## src/rtl/dac_pkg.sv

```systemverilog
// Shared constants, frame-word builder and sequencer state encoding for the
// dual-channel galvo DAC SPI driver.
package dac_pkg;

  localparam int DAC_DATA_W = 12;
  localparam int FRAME_W    = 16;

  // Command nibble of an MCP4922-style write: {ch, BUF, GA_n, SHDN_n}
  localparam logic CH_A   = 1'b0;
  localparam logic CH_B   = 1'b1;
  localparam logic BUF    = 1'b0;
  localparam logic GA_N   = 1'b1;
  localparam logic SHDN_N = 1'b1;

  typedef enum logic [2:0] {
    IDLE    = 3'd0,
    FRAME_A = 3'd1,
    GAP     = 3'd2,
    FRAME_B = 3'd3,
    LATCH   = 3'd4
  } dac_state_e;

  function automatic logic [FRAME_W-1:0] make_frame(input logic ch,
                                                    input logic [DAC_DATA_W-1:0] data);
    return {ch, BUF, GA_N, SHDN_N, data};
  endfunction

endpackage

```

## src/rtl/dac_spi_driver_spi_frame_tx.sv

```systemverilog
// 16-bit SPI mode-0 serialiser: start loads a word, sclk toggles every CLK_DIV
// clocks, mosi advances on each falling edge, done pulses after the 16th fall.
module spi_frame_tx
  import dac_pkg::*;
#(
  parameter int CLK_DIV = 4
) (
  input  logic               clk,
  input  logic               rst,
  input  logic               start,
  input  logic [FRAME_W-1:0] word,
  output logic               sclk,
  output logic               mosi,
  output logic               done
);

  localparam int             DIV_W      = (CLK_DIV > 1) ? $clog2(CLK_DIV) : 1;
  localparam logic [DIV_W-1:0] DIV_LAST  = DIV_W'(CLK_DIV - 1);
  localparam logic [DIV_W-1:0] DIV_FIRST = (CLK_DIV > 1) ? DIV_W'(1) : DIV_W'(0);
  // The start edge already counts as the first cycle of the first half-period
  localparam logic           SCLK_FIRST = (CLK_DIV == 1) ? 1'b1 : 1'b0;

  logic               active_r;
  logic               sclk_r;
  logic               mosi_r;
  logic               done_r;
  logic [DIV_W-1:0]   div_cnt_r;
  logic [3:0]         bit_cnt_r;
  logic [FRAME_W-2:0] shift_r;
  logic               toggle_s;

  assign toggle_s = active_r && (div_cnt_r == DIV_LAST);

  // Divider, sclk phase and bit shifter
  always_ff @(posedge clk or posedge rst) begin
    if (rst) begin
      active_r  <= 1'b0;
      sclk_r    <= 1'b0;
      mosi_r    <= 1'b0;
      done_r    <= 1'b0;
      div_cnt_r <= {DIV_W{1'b0}};
      bit_cnt_r <= 4'd0;
      shift_r   <= {(FRAME_W-1){1'b0}};
    end else if (start) begin
      active_r  <= 1'b1;
      sclk_r    <= SCLK_FIRST;
      mosi_r    <= word[FRAME_W-1];
      shift_r   <= word[FRAME_W-2:0];
      div_cnt_r <= DIV_FIRST;
      bit_cnt_r <= 4'd0;
      done_r    <= 1'b0;
    end else if (toggle_s) begin
      div_cnt_r <= {DIV_W{1'b0}};
      if (sclk_r) begin
        sclk_r <= 1'b0;
        if (bit_cnt_r == 4'd15) begin
          active_r  <= 1'b0;
          mosi_r    <= 1'b0;
          done_r    <= 1'b1;
          bit_cnt_r <= 4'd0;
        end else begin
          bit_cnt_r <= bit_cnt_r + 4'd1;
          mosi_r    <= shift_r[FRAME_W-2];
          shift_r   <= {shift_r[FRAME_W-3:0], 1'b0};
          done_r    <= 1'b0;
        end
      end else begin
        sclk_r <= 1'b1;
        done_r <= 1'b0;
      end
    end else begin
      done_r <= 1'b0;
      if (active_r) begin
        div_cnt_r <= div_cnt_r + DIV_W'(1);
      end else begin
        div_cnt_r <= {DIV_W{1'b0}};
      end
    end
  end

  assign sclk = sclk_r;
  assign mosi = mosi_r;
  assign done = done_r;

endmodule

```

## src/rtl/dac_spi_driver.sv

```systemverilog
// Galvo DAC driver: frame A (x), chip-select gap, frame B (y), then one LDAC
// pulse. DAC_BLANK_ALIGN_EN delays the laser colour to the latch cycle.
module dac_spi_driver
  import dac_pkg::*;
#(
  parameter int CLK_DIV   = 4,
  parameter int CS_GAP    = 4,
  parameter int LATCH_LEN = 2
) (
  input  logic                  clk,
  input  logic                  reset,
  input  logic [DAC_DATA_W-1:0] sample_x,
  input  logic [DAC_DATA_W-1:0] sample_y,
  input  logic                  sample_valid,
  output logic                  sample_ready,
  input  logic [2:0]            laser_rgb_in,
  output logic [2:0]            laser_rgb,
  output logic                  dac_csn,
  output logic                  dac_sclk,
  output logic                  dac_mosi,
  output logic                  dac_latchn,
  output logic                  busy
);

  localparam int TMR_MAX = (CS_GAP > LATCH_LEN) ? CS_GAP : LATCH_LEN;
  localparam int TMR_W   = (TMR_MAX > 1) ? $clog2(TMR_MAX) : 1;
  localparam logic [TMR_W-1:0] GAP_LOAD   = TMR_W'(CS_GAP - 1);
  localparam logic [TMR_W-1:0] LATCH_LOAD = TMR_W'(LATCH_LEN - 1);

  dac_state_e            state_r;
  dac_state_e            next_state_s;
  logic [TMR_W-1:0]      tmr_r;
  logic [TMR_W-1:0]      tmr_next_s;
  logic [DAC_DATA_W-1:0] y_r;
  logic                  accept_s;
  logic                  tx_start_s;
  logic [FRAME_W-1:0]    tx_word_s;
  logic                  tx_done_s;
  logic                  csn_r;
  logic                  latchn_r;
  logic                  ready_r;
  logic                  busy_r;
  logic [2:0]            rgb_r;

  assign accept_s = sample_valid && ready_r;

  spi_frame_tx #(.CLK_DIV(CLK_DIV)) u_tx (
    .clk   (clk),
    .rst   (reset),
    .start (tx_start_s),
    .word  (tx_word_s),
    .sclk  (dac_sclk),
    .mosi  (dac_mosi),
    .done  (tx_done_s)
  );

  // Sequencer next-state, phase timer and frame launch
  always_comb begin
    next_state_s = state_r;
    tmr_next_s   = tmr_r;
    tx_start_s   = 1'b0;
    tx_word_s    = make_frame(CH_A, sample_x);
    case (state_r)
      IDLE: begin
        if (accept_s) begin
          next_state_s = FRAME_A;
          tx_start_s   = 1'b1;
        end else begin
          next_state_s = IDLE;
        end
      end
      FRAME_A: begin
        if (tx_done_s) begin
          next_state_s = GAP;
          tmr_next_s   = GAP_LOAD;
        end else begin
          next_state_s = FRAME_A;
        end
      end
      GAP: begin
        tx_word_s = make_frame(CH_B, y_r);
        if (tmr_r == {TMR_W{1'b0}}) begin
          next_state_s = FRAME_B;
          tx_start_s   = 1'b1;
        end else begin
          tmr_next_s = tmr_r - TMR_W'(1);
        end
      end
      FRAME_B: begin
        if (tx_done_s) begin
          next_state_s = LATCH;
          tmr_next_s   = LATCH_LOAD;
        end else begin
          next_state_s = FRAME_B;
        end
      end
      LATCH: begin
        if (tmr_r == {TMR_W{1'b0}}) begin
          next_state_s = IDLE;
        end else begin
          tmr_next_s = tmr_r - TMR_W'(1);
        end
      end
      default: begin
        next_state_s = IDLE;
        tmr_next_s   = {TMR_W{1'b0}};
      end
    endcase
  end

  // State register; pin drivers are registered from the next state so they
  // change on the same edge as the state itself
  always_ff @(posedge clk or posedge reset) begin
    if (reset) begin
      state_r  <= IDLE;
      tmr_r    <= {TMR_W{1'b0}};
      y_r      <= {DAC_DATA_W{1'b0}};
      csn_r    <= 1'b1;
      latchn_r <= 1'b1;
      ready_r  <= 1'b0;
      busy_r   <= 1'b0;
    end else begin
      state_r  <= next_state_s;
      tmr_r    <= tmr_next_s;
      if (accept_s) begin
        y_r <= sample_y;
      end
      csn_r    <= !((next_state_s == FRAME_A) || (next_state_s == FRAME_B));
      latchn_r <= (next_state_s != LATCH);
      ready_r  <= (next_state_s == IDLE);
      busy_r   <= (next_state_s != IDLE);
    end
  end

`ifdef DAC_BLANK_ALIGN_EN
  logic [2:0] rgb_cap_r;

  // Colour captured at accept, released on entry to LATCH
  always_ff @(posedge clk or posedge reset) begin
    if (reset) begin
      rgb_cap_r <= 3'b000;
      rgb_r     <= 3'b000;
    end else begin
      if (accept_s) begin
        rgb_cap_r <= laser_rgb_in;
      end
      if ((next_state_s == LATCH) && (state_r != LATCH)) begin
        rgb_r <= rgb_cap_r;
      end
    end
  end
`else
  // Colour passes straight through one register
  always_ff @(posedge clk or posedge reset) begin
    if (reset) begin
      rgb_r <= 3'b000;
    end else begin
      rgb_r <= laser_rgb_in;
    end
  end
`endif

  assign sample_ready = ready_r;
  assign busy         = busy_r;
  assign dac_csn      = csn_r;
  assign dac_latchn   = latchn_r;
  assign laser_rgb    = rgb_r;

endmodule
```

## config.mk

```make
export PLATFORM = sky130hd
export DESIGN_NAME = dac_spi_driver
export DESIGN_NICKNAME = d
export VERILOG_FILES = /design/src/rtl/dac_pkg.sv /design/src/rtl/dac_spi_driver_spi_frame_tx.sv /design/src/rtl/dac_spi_driver.sv
export SDC_FILE = /design/constraint.sdc
export NUM_CORES = 1
export LEC_CHECK = 0
export BUFFER_PORTS_ARGS = -buffer_cell sky130_fd_sc_hd__buf_2
export CORE_UTILIZATION = 40
export DETAILED_ROUTE_END_ITERATION = 8
export PLACE_DENSITY = 0.71
export SLEW_MARGIN = 20
export SYNTH_ARGS = -nofsm -noshare
export SYNTH_HDL_FRONTEND = slang
export SYNTH_SLANG_ARGS = --single-unit
```

## constraint.sdc

```tcl
create_clock -name clk -period 1.7 [get_ports clk]
set_input_delay 0.255 -clock clk [delete_from_list [all_inputs] [get_ports clk]]
set_output_delay 0.255 -clock clk [all_outputs]
set_load 0.005 [all_outputs]
```

Yosys cells after proc, flatten, opt, wreduce, memory -nomap -nowiden
Index checks and enable logic that the tools add are counted.
- register bits: 49
- input port bits: 30
- output and inout port bits: 9
- word-level logic and storage cells: 88
- add/sub/neg operators: 3
- equality and inequality tests: 13
- mux-type cells: 40
- bitwise gates (word level): 1
- reduce and logical (&&, ||, !) cells: 16
- operator list (cell ; number):
    $mux 15 ; 4
    $mux 1 ; 18
    $mux 16 ; 1
    $mux 4 ; 4
    $pmux 3 s5 ; 1
    $mux 2 ; 7
    $eq 3x2->1 const B ; 3
    $mux 3 ; 3
    $pmux 2 s4 ; 1
    $eq 3x1->1 const B ; 2
    $logic_not 3->1 ; 2
    $reduce_and 3->1 ; 2
    $reduce_bool 2->1 ; 3
    $add 4x1->4 const B ; 1
    $eq 4x4->1 const B ; 1
    $ne 2x1->1 const B ; 2
    $ne 2x2->1 const B ; 2
    $reduce_and 4->1 ; 1
    $eq 3x3->1 const B ; 1
    $ne 3x3->1 const B ; 1
    $reduce_bool 3->1 ; 1
    $add 2x1->2 const B ; 1
    $eq 2x2->1 const B ; 1
    $logic_and 1x1->1 ; 2
    other kinds (8) ; 8

Logic depth before layout (Yosys ltp)
Gate-level depths: netlist of the first run.
- depth after elaboration: 6
- mapped depth: 7
- depth with buffers taken out: 6

Modules after synthesis
Synthesis of the first run repeated with hierarchy kept, for this count alone.
- cells, all modules: 225
- area, all modules: 2412.3 um^2
- modules (own cells, without submodules) (module ; instances ; cells an instance ; area each (um^2)):
    spi_frame_tx ; 1 ; 129 ; 1237.4
    dac_spi_driver ; 1 ; 96 ; 1174.9

Least setup slack after synthesis of the first run
OpenSTA, ideal clock, no wires.
- kind: reg-to-reg
- from: register u_tx.div_cnt_r[0]
- to: register u_tx.shift_r[1]
- library setup time: 0.081 ns
- data arrival time: 1.472 ns
- setup slack: 0.147 ns
- stages on the path, launching flop included: 7
- period minus slack after synthesis: 1.553 ns
- cell sequence: dfrtp_1 ha_1 and3_1 nand2_1 clkbuf_1 nand2_1 a31oi_2
- word-level cells in the longest chain between the ends: 4
- ends and longest elaborated chain (what ; line ; source):
    start, declared ; dac_spi_driver_spi_frame_tx.sv:27 ; logic [DIV_W-1:0] div_cnt_r;
    start signal, assigned ; dac_spi_driver_spi_frame_tx.sv:41 ; div_cnt_r <= {DIV_W{1'b0}};
    start signal, assigned ; dac_spi_driver_spi_frame_tx.sv:53 ; div_cnt_r <= {DIV_W{1'b0}};
    start signal, assigned ; dac_spi_driver_spi_frame_tx.sv:74 ; div_cnt_r <= div_cnt_r + DIV_W'(1);
    $eq 2x2->1 ; dac_spi_driver_spi_frame_tx.sv:32 ; assign toggle_s = active_r && (div_cnt_r == DIV_LAST);
    $logic_and 1x1->1 ; dac_spi_driver_spi_frame_tx.sv:32 ;
    $reduce_bool 2->1 (no line) ; - ;
    $reduce_and 3->1 (no line) ; - ;
    end signal, assigned ; dac_spi_driver_spi_frame_tx.sv:43 ; shift_r <= {(FRAME_W-1){1'b0}};
    end signal, assigned ; dac_spi_driver_spi_frame_tx.sv:48 ; shift_r <= word[FRAME_W-2:0];
    end signal, assigned ; dac_spi_driver_spi_frame_tx.sv:64 ; shift_r <= {shift_r[FRAME_W-3:0], 1'b0};
    end, declared ; dac_spi_driver_spi_frame_tx.sv:29 ; logic [FRAME_W-2:0] shift_r;
Every way passes these cells.
A chain may end at the register's enable or synchronous reset.

Worst setup path after layout of the first run
- from: register tmr_r[0]
- to: register u_tx.shift_r[7]
- word-level cells in the longest chain between the ends: 5
- elaborated cells between the ends (all ways): 8
- those cells by class: eq/ne (1); mux (3); reduce/logical (4)
- ends and longest elaborated chain (what ; line ; source):
    start, declared ; dac_spi_driver.sv:32 ; logic [TMR_W-1:0] tmr_r;
    start signal, assigned ; dac_spi_driver.sv:116 ; tmr_r <= {TMR_W{1'b0}};
    start signal, assigned ; dac_spi_driver.sv:124 ; tmr_r <= tmr_next_s;
    $logic_not 2->1 (*) ; dac_spi_driver.sv:82 ; if (tmr_r == {TMR_W{1'b0}}) begin
    $mux 1 (*) ; dac_spi_driver.sv:82 ;
    $pmux 1 s2 (*) ; dac_spi_driver.sv:63 ; case (state_r)
    $ne 2x2->1 (no line) / $reduce_bool 2->1 (equally long branches) ; - ;
    $reduce_and 3->1 (no line) ; - ;
Every way passes the cells marked *; elsewhere a longest branch is shown, timed or not.

==> run summary, run 1 <==
Outcome: completed
Compound-Gate Fraction of Synth Area: 14.8%
Max stage delay on crit path: 0.38 ns
Routability Congestion: 0.753
Required @ worst endpoint: 1.88 ns
Via count of the routed design: 1664
Diode count: 0
Setup TNS: 0 ns
Number of buffers created by CTS: 5
Synth Net Count: 248
Cells after Synth: 215
Worst Skew: 0.00623 ns
MaxCap Viol Count: 0
Final max-slew violation count: 0
Final period util: 93.5%
Mapped Area: 2310 um2
Boundary Pins: 39
TritonRoute pass-1 iters: 4
Post-route ant nets: 0
CTS tree: built
Final WS setup: 0.111 ns
Die area: 6090 um2
Sequential power share: 60.1%
CTS Buffer Depth: 2
Placed Instance Area: 2670 um2
Core ar.: 5540 um2
GRT Util Overall: 16.7%
Drt wl/cell: 13.1 um
Remaining Overflow, GRT: 0
Switching Share: 21.2%
CP startpoint kind: flop
Multi-input logic area: 982 um2
Synthesized area per cell: 10.8 um2
Initial antenna violation count: 0
Post-Synth Adder-Cell Area: 2.06%
Drc violations: 0
Most common cell after layout, fill and taps aside: dfrtp_1
Final Hold Fails: 0
Max Clk Rate: 629 MHz
Root buf cell: clkbuf_8
Post-synthesis simple-gate area fraction: 16.7%
Clk slew on worst S/H paths: 0.08 ns
Comb pwr share: 4.7%
CP Capture Type: flop
RSZ-0062 raised after global routing: yes
Final Cell Area: 2770 um2
Most frequent cells in the layout: dfrtp_1 (47), nand2_1 (45), buf_2 (38)
Final setup vio count: 0
Number of global-route vias before repair: 1739
PwrDens: 713 nW/um2
Port Buffers: 38
Final net count: 294
Clock share of power: 35.3%
Multiplexer share of the synthesized area: 7.14%
Crit path arrival time: 1.77 ns
HPWL Detailed: 3.09 mm
Worst hold slack: 0.0518 ns
Leak pwr: 0.00131 uW
Slowest-stage cell, CP: dfrtp_1
XOR/XNOR Fraction of Synth Area: 1.52%
Worst slew margin: 73.6%
Fin crit period: 1.59 ns
Yosys reg bits: 49
Clk Latency, worst-skew pair: 0.30 ns
Worst-Margin Slew: 0.395 ns
Int Power: 1560 uW
Peak supply drop: 0.000335 V
Crit Path Max Fanout: 29
Sequential-to-total area share from yosys stat: 53.1%
First-pass GRT wire length: 7.81 mm
Via density: 4.98
DRT Wirelength: 4.38 mm
Fillcell total: 534
Cell chain of the critical path: inv_1 -> ha_1 -> nand2_1 -> a211o_1 -> buf_12 -> a211oi_1 -> a31oi_1
Synthesis-to-layout area growth: 20.0%
Pin count of the biggest net entering global routing: 34
YS warnings: 0
Worst Hold Class: primary input to flop
Library cells used by synthesis: 38
Initial Utilization: 41.7%
Pre-CTS setup slack: 0.125 ns
Register area: 1230 um2
Die width: 78.0 um
Rows: 27
Clock net sink count: 49
H-tree levels: 2
Die H: 78.0 um
DRT iter0 DRCs: 62
Largest family of logic cells by synthesized area: simple AND/OR/NAND/NOR gates
Ratio of cells with drive above 1 in the final layout: 33.6%
Critical path class: flop to flop
Final Util: 50.1%
Net Switching: 419 uW
cells by family (layout without fill, tap and decap cells):
family | after synthesis | after routing
AOI/OAI and AO/OA | 41 | 41
xor gates and xnor gates | 4 | 4
adders and majority gates | 4 | 4
buffers and inverters | 20 | 67
DFF | 49 | 49
muxes | 15 | 15
and+or+nand+nor | 82 | 82
power by group through the flow:
stage / clock network [uW] / logic, uW / registers, uW
after floorplan: 0 / 40.4 / 1210
after global placement: 0 / 92.7 / 1210
after detailed placement: 0 / 95.0 / 1210
after CTS: 723 / 96.7 / 1190
after global routing: 772 / 106 / 1190
final: 697 / 92.5 / 1190
state kept, by name, summed over array words and instances, names as in the netlist, 2 cells and up:
signal          count
laser_rgb           3
y_r                12
u_tx.bit_cnt_r      4
u_tx.shift_r       15
u_tx.div_cnt_r      2
tmr_r               2
state_r             3
through the flow:
step,std cells,total power [uW]
after global routing,334,2070
final,334,1980
after floorplan,215,1250
after detailed placement,325,1310
after CTS,334,2010
after global placement,325,1300
final cells by class:
| class | instances | area share [%] |
|---|---|---|
| multi-input cells | 146 | 35.4 |
| clock buffers | 8 | 3.25 |
| flip-flops and latches | 49 | 44.3 |
| well taps | 72 | 3.25 |
| inverters | 8 | 1.08 |
| repair buffers | 51 | 12.7 |
worst max-delay path: cells and delay by family (launching register included):
kind	cells	cell delay [ns]
adders and majority gates	1	0.17
DFF	1	0.38
buffers and inverters	2	0.26
and+or+nand+nor	1	0.09
AOI/OAI and AO/OA	3	0.57
cell usage after synthesis:
library cell   n  area (um2)
dfrtp_1       47        1180
nand2_1       45         169
mux2_2        12         135
nor2b_1       12        75.1
nor2_1        11        41.3
inv_1          8        30.0
a211oi_2       7        87.6
nand3_1        7        35.0
a31oi_2        6        75.1
a211oi_1       5        37.5
a21oi_1        5        25.0
a31oi_1        5        31.3
buf_2          5        25.0
o21ai_0        4        20.0
buf_4          3        22.5
ha_1           3        37.5
mux2i_1        3        30.0
xor2_1         3        26.3
buf_6          2        22.5
clkbuf_1       2        7.51
dfstp_2        2        52.6
o21ai_1        2        10.0
a211o_1        1        8.76
a22oi_1        1        7.51
a311oi_1       1        8.76
and2_1         1        6.26
and3_1         1        6.26
maj3_1         1        10.0
nand2b_1       1        6.26
nand3b_4       1        20.0
nor3b_1        1        7.51
nor3b_2        1        12.5
o21a_1         1        7.51
o22ai_1        1        6.26
o31ai_1        1        7.51
o32a_1         1        10.0
or2_2          1        6.26
xnor2_1        1        8.76
per-layer routing:
metal | vias up | track usage [%] | wire length, um | share of wire [%]
li1 | 823 | - | - | -
met1 | 804 | 20.7 | 2070 | 47
met2 | 31 | 28.1 | 2090 | 48
met3 | 6 | 3.37 | 149 | 3.4
met4 | 0 | 7.78 | 68 | 1.6
met5 | - | 0 | 0 | 0
timing repair:
action,in CTS,in global routing
resized for setup,0,1
hold buffers,1,0
setup endpoints to repair,0,3
setup buffers,0,0
endpoints found under the hold margin,14,0
path summary, 6_finish.rpt:
check	start	to	slack [ns]	depth (start not counted)
setup / recovery	tmr_r[0]	u_tx.shift_r[7]	0.11	7
hold / removal	laser_rgb_in[0]	laser_rgb[0]	0.05	1
setup reg to reg	tmr_r[0]	u_tx.shift_r[7]	0.11	7
hold reg to reg	u_tx.div_cnt_r[0]	u_tx.div_cnt_r[0]	0.47	1
max in group asynchronous	reset	u_tx.shift_r[7]	0.72	4
min in group asynchronous	reset	laser_rgb[1]	0.48	3
No activity file was read; power rests on OpenSTA's default activity.
==> inputs of run 2 (changes only) <==
--- a/config.mk
+++ b/config.mk
@@ -6,9 +6,9 @@
 export NUM_CORES = 1
 export LEC_CHECK = 0
 export BUFFER_PORTS_ARGS = -buffer_cell sky130_fd_sc_hd__buf_2
-export CORE_UTILIZATION = 40
+export CORE_UTILIZATION = 50
 export DETAILED_ROUTE_END_ITERATION = 8
-export PLACE_DENSITY = 0.71
+export PLACE_DENSITY = 0.84
 export SLEW_MARGIN = 20
 export SYNTH_ARGS = -nofsm -noshare
 export SYNTH_HDL_FRONTEND = slang
==> run summary, run 2 (synthesized netlist as in run 1, its figures left out) <==
Outcome: completed
Final Hold Fails: 0
Placed cells: 306
First-pass GRT wire length: 7.99 mm
Die area: 4900 um2
Worst-Margin Slew: 0.276 ns
Post-route ant nets: 0
Final setup vio count: 0
Critical path class: flop to flop
Routability Congestion: 0.900
RR Startpoint: tmr_r[0]
Remaining Overflow, GRT: 0
Fin crit period: 1.69 ns
Leak pwr: 0.00130 uW
Multi-input logic area: 1020 um2
HPWL Detailed: 3.20 mm
Pin count of the biggest net entering global routing: 50
Setup TNS: 0 ns
GRT Util Overall: 20.7%
Max Clk Rate: 592 MHz
Crit Path Max Fanout: 9
Clock net sink count: 49
Clk slew on worst S/H paths: 0.08 ns
CTS tree: built
Ratio of cells with drive above 1 in the final layout: 35.7%
Initial Utilization: 52.4%
Diode count: 0
Most frequent cells in the layout: dfrtp_1 (47), nand2_1 (45), buf_2 (38)
Via density: 5.47
H-tree levels: 2
Die H: 70.0 um
Final period util: 99.4%
Fillcell total: 354
Drc violations: 0
Largest regs: u_tx.shift_r x15, y_r x12, u_tx.bit_cnt_r x4
RSZ-0062 raised after global routing: yes
Worst slew margin: 81.4%
Drt wl/cell: 15.2 um
DRT iter0 DRCs: 154
Hold Crit Start: laser_rgb_in[1]
Reg with most FFs: u_tx.shift_r
Core ar.: 4410 um2
MaxCap Viol Count: 0
CP startpoint kind: flop
PwrDens: 701 nW/um2
Die width: 70.0 um
Placed Instance Area: 2630 um2
TritonRoute pass-1 iters: 4
Worst Hold Class: primary input to flop
DRT Wirelength: 4.79 mm
Final Cell Area: 2770 um2
Crit path from: tmr_r[0]
Register area: 1230 um2
Required @ worst endpoint: 1.89 ns
Root buf cell: clkbuf_8
Final Util: 62.7%
Number of global-route vias before repair: 1788
Peak supply drop: 0.000448 V
Port Buffers: 38
Final max-slew violation count: 0
Worst hold slack: 0.0508 ns
Number of buffers created by CTS: 5
Initial antenna violation count: 0
CTS Buffer Depth: 2
Max reg flops: 15
Post-route insts no fill: 315
CP Capture Type: flop
Crit path arrival time: 1.88 ns
Rows: 24
Clk Latency, worst-skew pair: 0.31 ns
Final net count: 296
Most common cell after layout, fill and taps aside: dfrtp_1
Worst Skew: 0.00804 ns
Boundary Pins: 39
Synthesis-to-layout area growth: 19.8%
Via count of the routed design: 1724
==> run 2: cell count changes in the layout (fill, tap and decap cells not counted) <==
cell / before / now
clkbuf_8: 6 / 5
buf_12: 5 / 3
buf_8: 0 / 1
a211oi_1: 5 / 1
a211oi_2: 7 / 9
clkinv_2: 0 / 1
clkbuf_1: 2 / 1
a211oi_4: 0 / 2
buf_4: 7 / 10
==> run 2: cell type report <==
class                           instances  area share [%]
Clock buffer                            6            2.62
Clock inverter                          1           0.181
Inverter                                8            1.08
Multi-Input combinational cell        146            36.7
Sequential cell                        49            44.4
Tap cell                               52            2.35
Timing Repair Buffer                   53            12.7
==> run 2: worst max-delay path, stage by stage (launching register included) <==
cell and delay (ns):
dfrtp_1 0.40, inv_1 0.09, ha_1 0.17, nand2_1 0.09, a211o_1 0.36, buf_4 0.19
a211oi_1 0.21, a31oi_1 0.07
==> run 2: metal layers <==
| layer | part of all wire (%) | wire length [um] | track usage, % |
|---|---|---|---|
| met1 | 43 | 2050 | 26.0 |
| met2 | 51 | 2450 | 35.3 |
| met3 | 3.4 | 165 | 3.90 |
| met4 | 2.5 | 120 | 8.44 |
| met5 | 0 | 0 | 0 |
==> run 2: path summary, 6_finish.rpt <==
path / end / slack (ns) / depth (start not counted)
max: u_tx.shift_r[8] / 0.01 / 7
max reg2reg: u_tx.shift_r[8] / 0.01 / 7
max in group asynchronous: dac_latchn / 0.89 / 4
min reg2reg: u_tx.div_cnt_r[0] / 0.47 / 1
min: laser_rgb[1] / 0.05 / 1
min in group asynchronous: state_r[1] / 0.52 / 4
==> run 2: power by group <==
group	internal, uW	leakage (uW)	switching (uW)	total [uW]
Clock	280	0.0000410	375	656
Combinational	47.7	0.000645	48.9	96.6
Sequential	1180	0.000617	8.44	1190
Total	1510	0.00130	433	1940
==> run 2: repair_timing <==
item	in CTS	in global routing
hold buffers	1	0
setup endpoints to repair	0	10
endpoints found under the hold margin	47	0
gates resized for setup	0	9
setup buffers	0	1
==> run 2: per-stage QoR <==
stage,power (uW),setup WS [ns]
6_report,1940,0.0106
5_1_grt,2010,-0.0709
4_1_cts,1950,0.0114
3_5_place_dp,1310,0.0438
3_3_place_gp,1300,0.123
2_1_floorplan,1250,0.147
==> inputs of run 3 (changes only) <==
--- a/config.mk
+++ b/config.mk
@@ -6,9 +6,9 @@
 export NUM_CORES = 1
 export LEC_CHECK = 0
 export BUFFER_PORTS_ARGS = -buffer_cell sky130_fd_sc_hd__buf_2
-export CORE_UTILIZATION = 50
+export CORE_UTILIZATION = 43
 export DETAILED_ROUTE_END_ITERATION = 8
-export PLACE_DENSITY = 0.84
+export PLACE_DENSITY = 0.75
 export SLEW_MARGIN = 20
 export SYNTH_ARGS = -nofsm -noshare
 export SYNTH_HDL_FRONTEND = slang
==> run summary, run 3 (synthesized netlist as in run 1, its figures left out) <==
Outcome: completed
Max reg flops: 15
Via count of the routed design: 1693
Number of global-route vias before repair: 1628
CP Capture Type: flop
CTS Buffer Depth: 2
Worst hold slack: 0.0539 ns
PwrDens: 754 nW/um2
Clock share of power: 39.4%
Int Power: 1670 uW
Final setup vio count: 0
Worst Hold Class: primary input to flop
Crit path arrival time: 1.78 ns
CP startpoint kind: flop
Switching Share: 21.2%
Fin crit period: 1.60 ns
Final period util: 93.9%
Final max-slew violation count: 0
Die area: 5670 um2
Pin count of the biggest net entering global routing: 28
Reg with most FFs: u_tx.shift_r
Clk Latency, worst-skew pair: 0.31 ns
Net Switching: 447 uW
Post-route insts no fill: 333
Worst slew margin: 63.6%
Die H: 75.3 um
Most common cell after layout, fill and taps aside: dfrtp_1
Sequential power share: 56.2%
Comb pwr share: 4.4%
Ratio of cells with drive above 1 in the final layout: 36.5%
H-tree levels: 2
HPWL Detailed: 2.98 mm
Hold Path Depth: 1
Placed cells: 324
Worst Skew: 0.0115 ns
Final Util: 54.6%
Post-route ant nets: 0
Boundary Pins: 39
Placed Instance Area: 2650 um2
Final net count: 295
Crit Path Max Fanout: 22
Peak supply drop: 0.000445 V
GRT Util Overall: 16.5%
Worst-Margin Slew: 0.546 ns
Final WS setup: 0.103 ns
Most frequent cells in the layout: dfrtp_1 (47), nand2_1 (45), buf_2 (38)
Number of buffers created by CTS: 5
Remaining Overflow, GRT: 0
CTS tree: built
Postcts setup bufs: 0
DRT iter0 DRCs: 153
Largest regs: u_tx.shift_r x15, y_r x12, u_tx.bit_cnt_r x4
Drt wl/cell: 13.3 um
Initial antenna violation count: 0
Synthesis-to-layout area growth: 21.3%
Routability Congestion: 0.818
Critical path class: flop to flop
Leak pwr: 0.00131 uW
Port Buffers: 38
FF-to-FF path depth: 7
Clock net sink count: 49
Final Cell Area: 2800 um2
First-pass GRT wire length: 7.04 mm
Clk slew on worst S/H paths: 0.09 ns
Pre-CTS setup slack: 0.0730 ns
RSZ-0062 raised after global routing: yes
TritonRoute pass-1 iters: 4
Required @ worst endpoint: 1.88 ns
Initial Utilization: 45.0%
Rows: 26
Final Hold Fails: 0
Drc violations: 0
Die width: 75.3 um
DRT Wirelength: 4.44 mm
Diode count: 0
Root buf cell: clkbuf_8
MaxCap Viol Count: 0
Via density: 5.08
Core ar.: 5140 um2
Max Clk Rate: 626 MHz
-- run 3: changes by cell type in the layout (fill, tap and decap cells not counted) --
cell,before,now
bufinv_16,0,1
a211oi_2,9,12
clkinv_4,0,1
clkinv_2,1,0
a211oi_4,2,0
a211oi_1,1,0
clkinvlp_4,0,1
clkbuf_1,1,0
buf_8,1,0
-- run 3: cell type report --
type	instances	area (um2)
fill	476	2340
sequential	49	1230
multi-input combinational	146	1010
timing repair buffer	52	335
tap	70	87.6
clock buffer	5	68.8
clock inverter	3	46.3
inverter	8	30.0
-- run 3: worst paths after layout --
kind,startpoint,endpoint,slack [ns]
setup / recovery,tmr_r[0],u_tx.shift_r[8],0.10
hold / removal,laser_rgb_in[1],laser_rgb[1],0.05
setup reg to reg,tmr_r[0],u_tx.shift_r[8],0.10
hold reg to reg,u_tx.div_cnt_r[0],u_tx.div_cnt_r[0],0.46
max in group asynchronous,reset,y_r[7],0.57
min in group asynchronous,reset,u_tx.shift_r[14],0.54
-- run 3: power by group through the flow --
stage               Combinational (uW)  Clock (uW)  Sequential, uW
floorplan                         40.4           0            1210
global placement                  89.6           0            1210
detailed placement                91.7           0            1210
CTS                               93.4         860            1190
global route                       107         905            1190
finish                            92.0         833            1190
-- run 3: metal layers --
metal | vias to the layer above | share of wire, % | global-route usage [%]
met5 | - | 0 | 0
met1 | 830 | 46 | 20.9
met3 | 6 | 2.8 | 3.57
met4 | 0 | 1.0 | 5.56
met2 | 28 | 50 | 28.1
li1 | 829 | - | -
-- run 3: through the flow --
stage	power [uW]	TNS, ns
after floorplan	1250	0
after global placement	1300	0
after detailed placement	1300	0
after CTS	2140	0
after global routing	2200	-0.0146
final	2110	0
-- run 3: what timing repair did --
action,CTS,global route
hold endpoints to repair,3,0
gates resized for setup,0,6
setup endpoints to repair,0,6
hold buffers,1,0
-- run 3: worst max-delay path, cell delays in order (launching register included) --
cell and delay [ns]:
dfrtp_1 0.41, inv_1 0.09, ha_1 0.17, nand2_1 0.08, a211o_1 0.31, buf_12 0.18
a211oi_2 0.16, a31oi_1 0.06
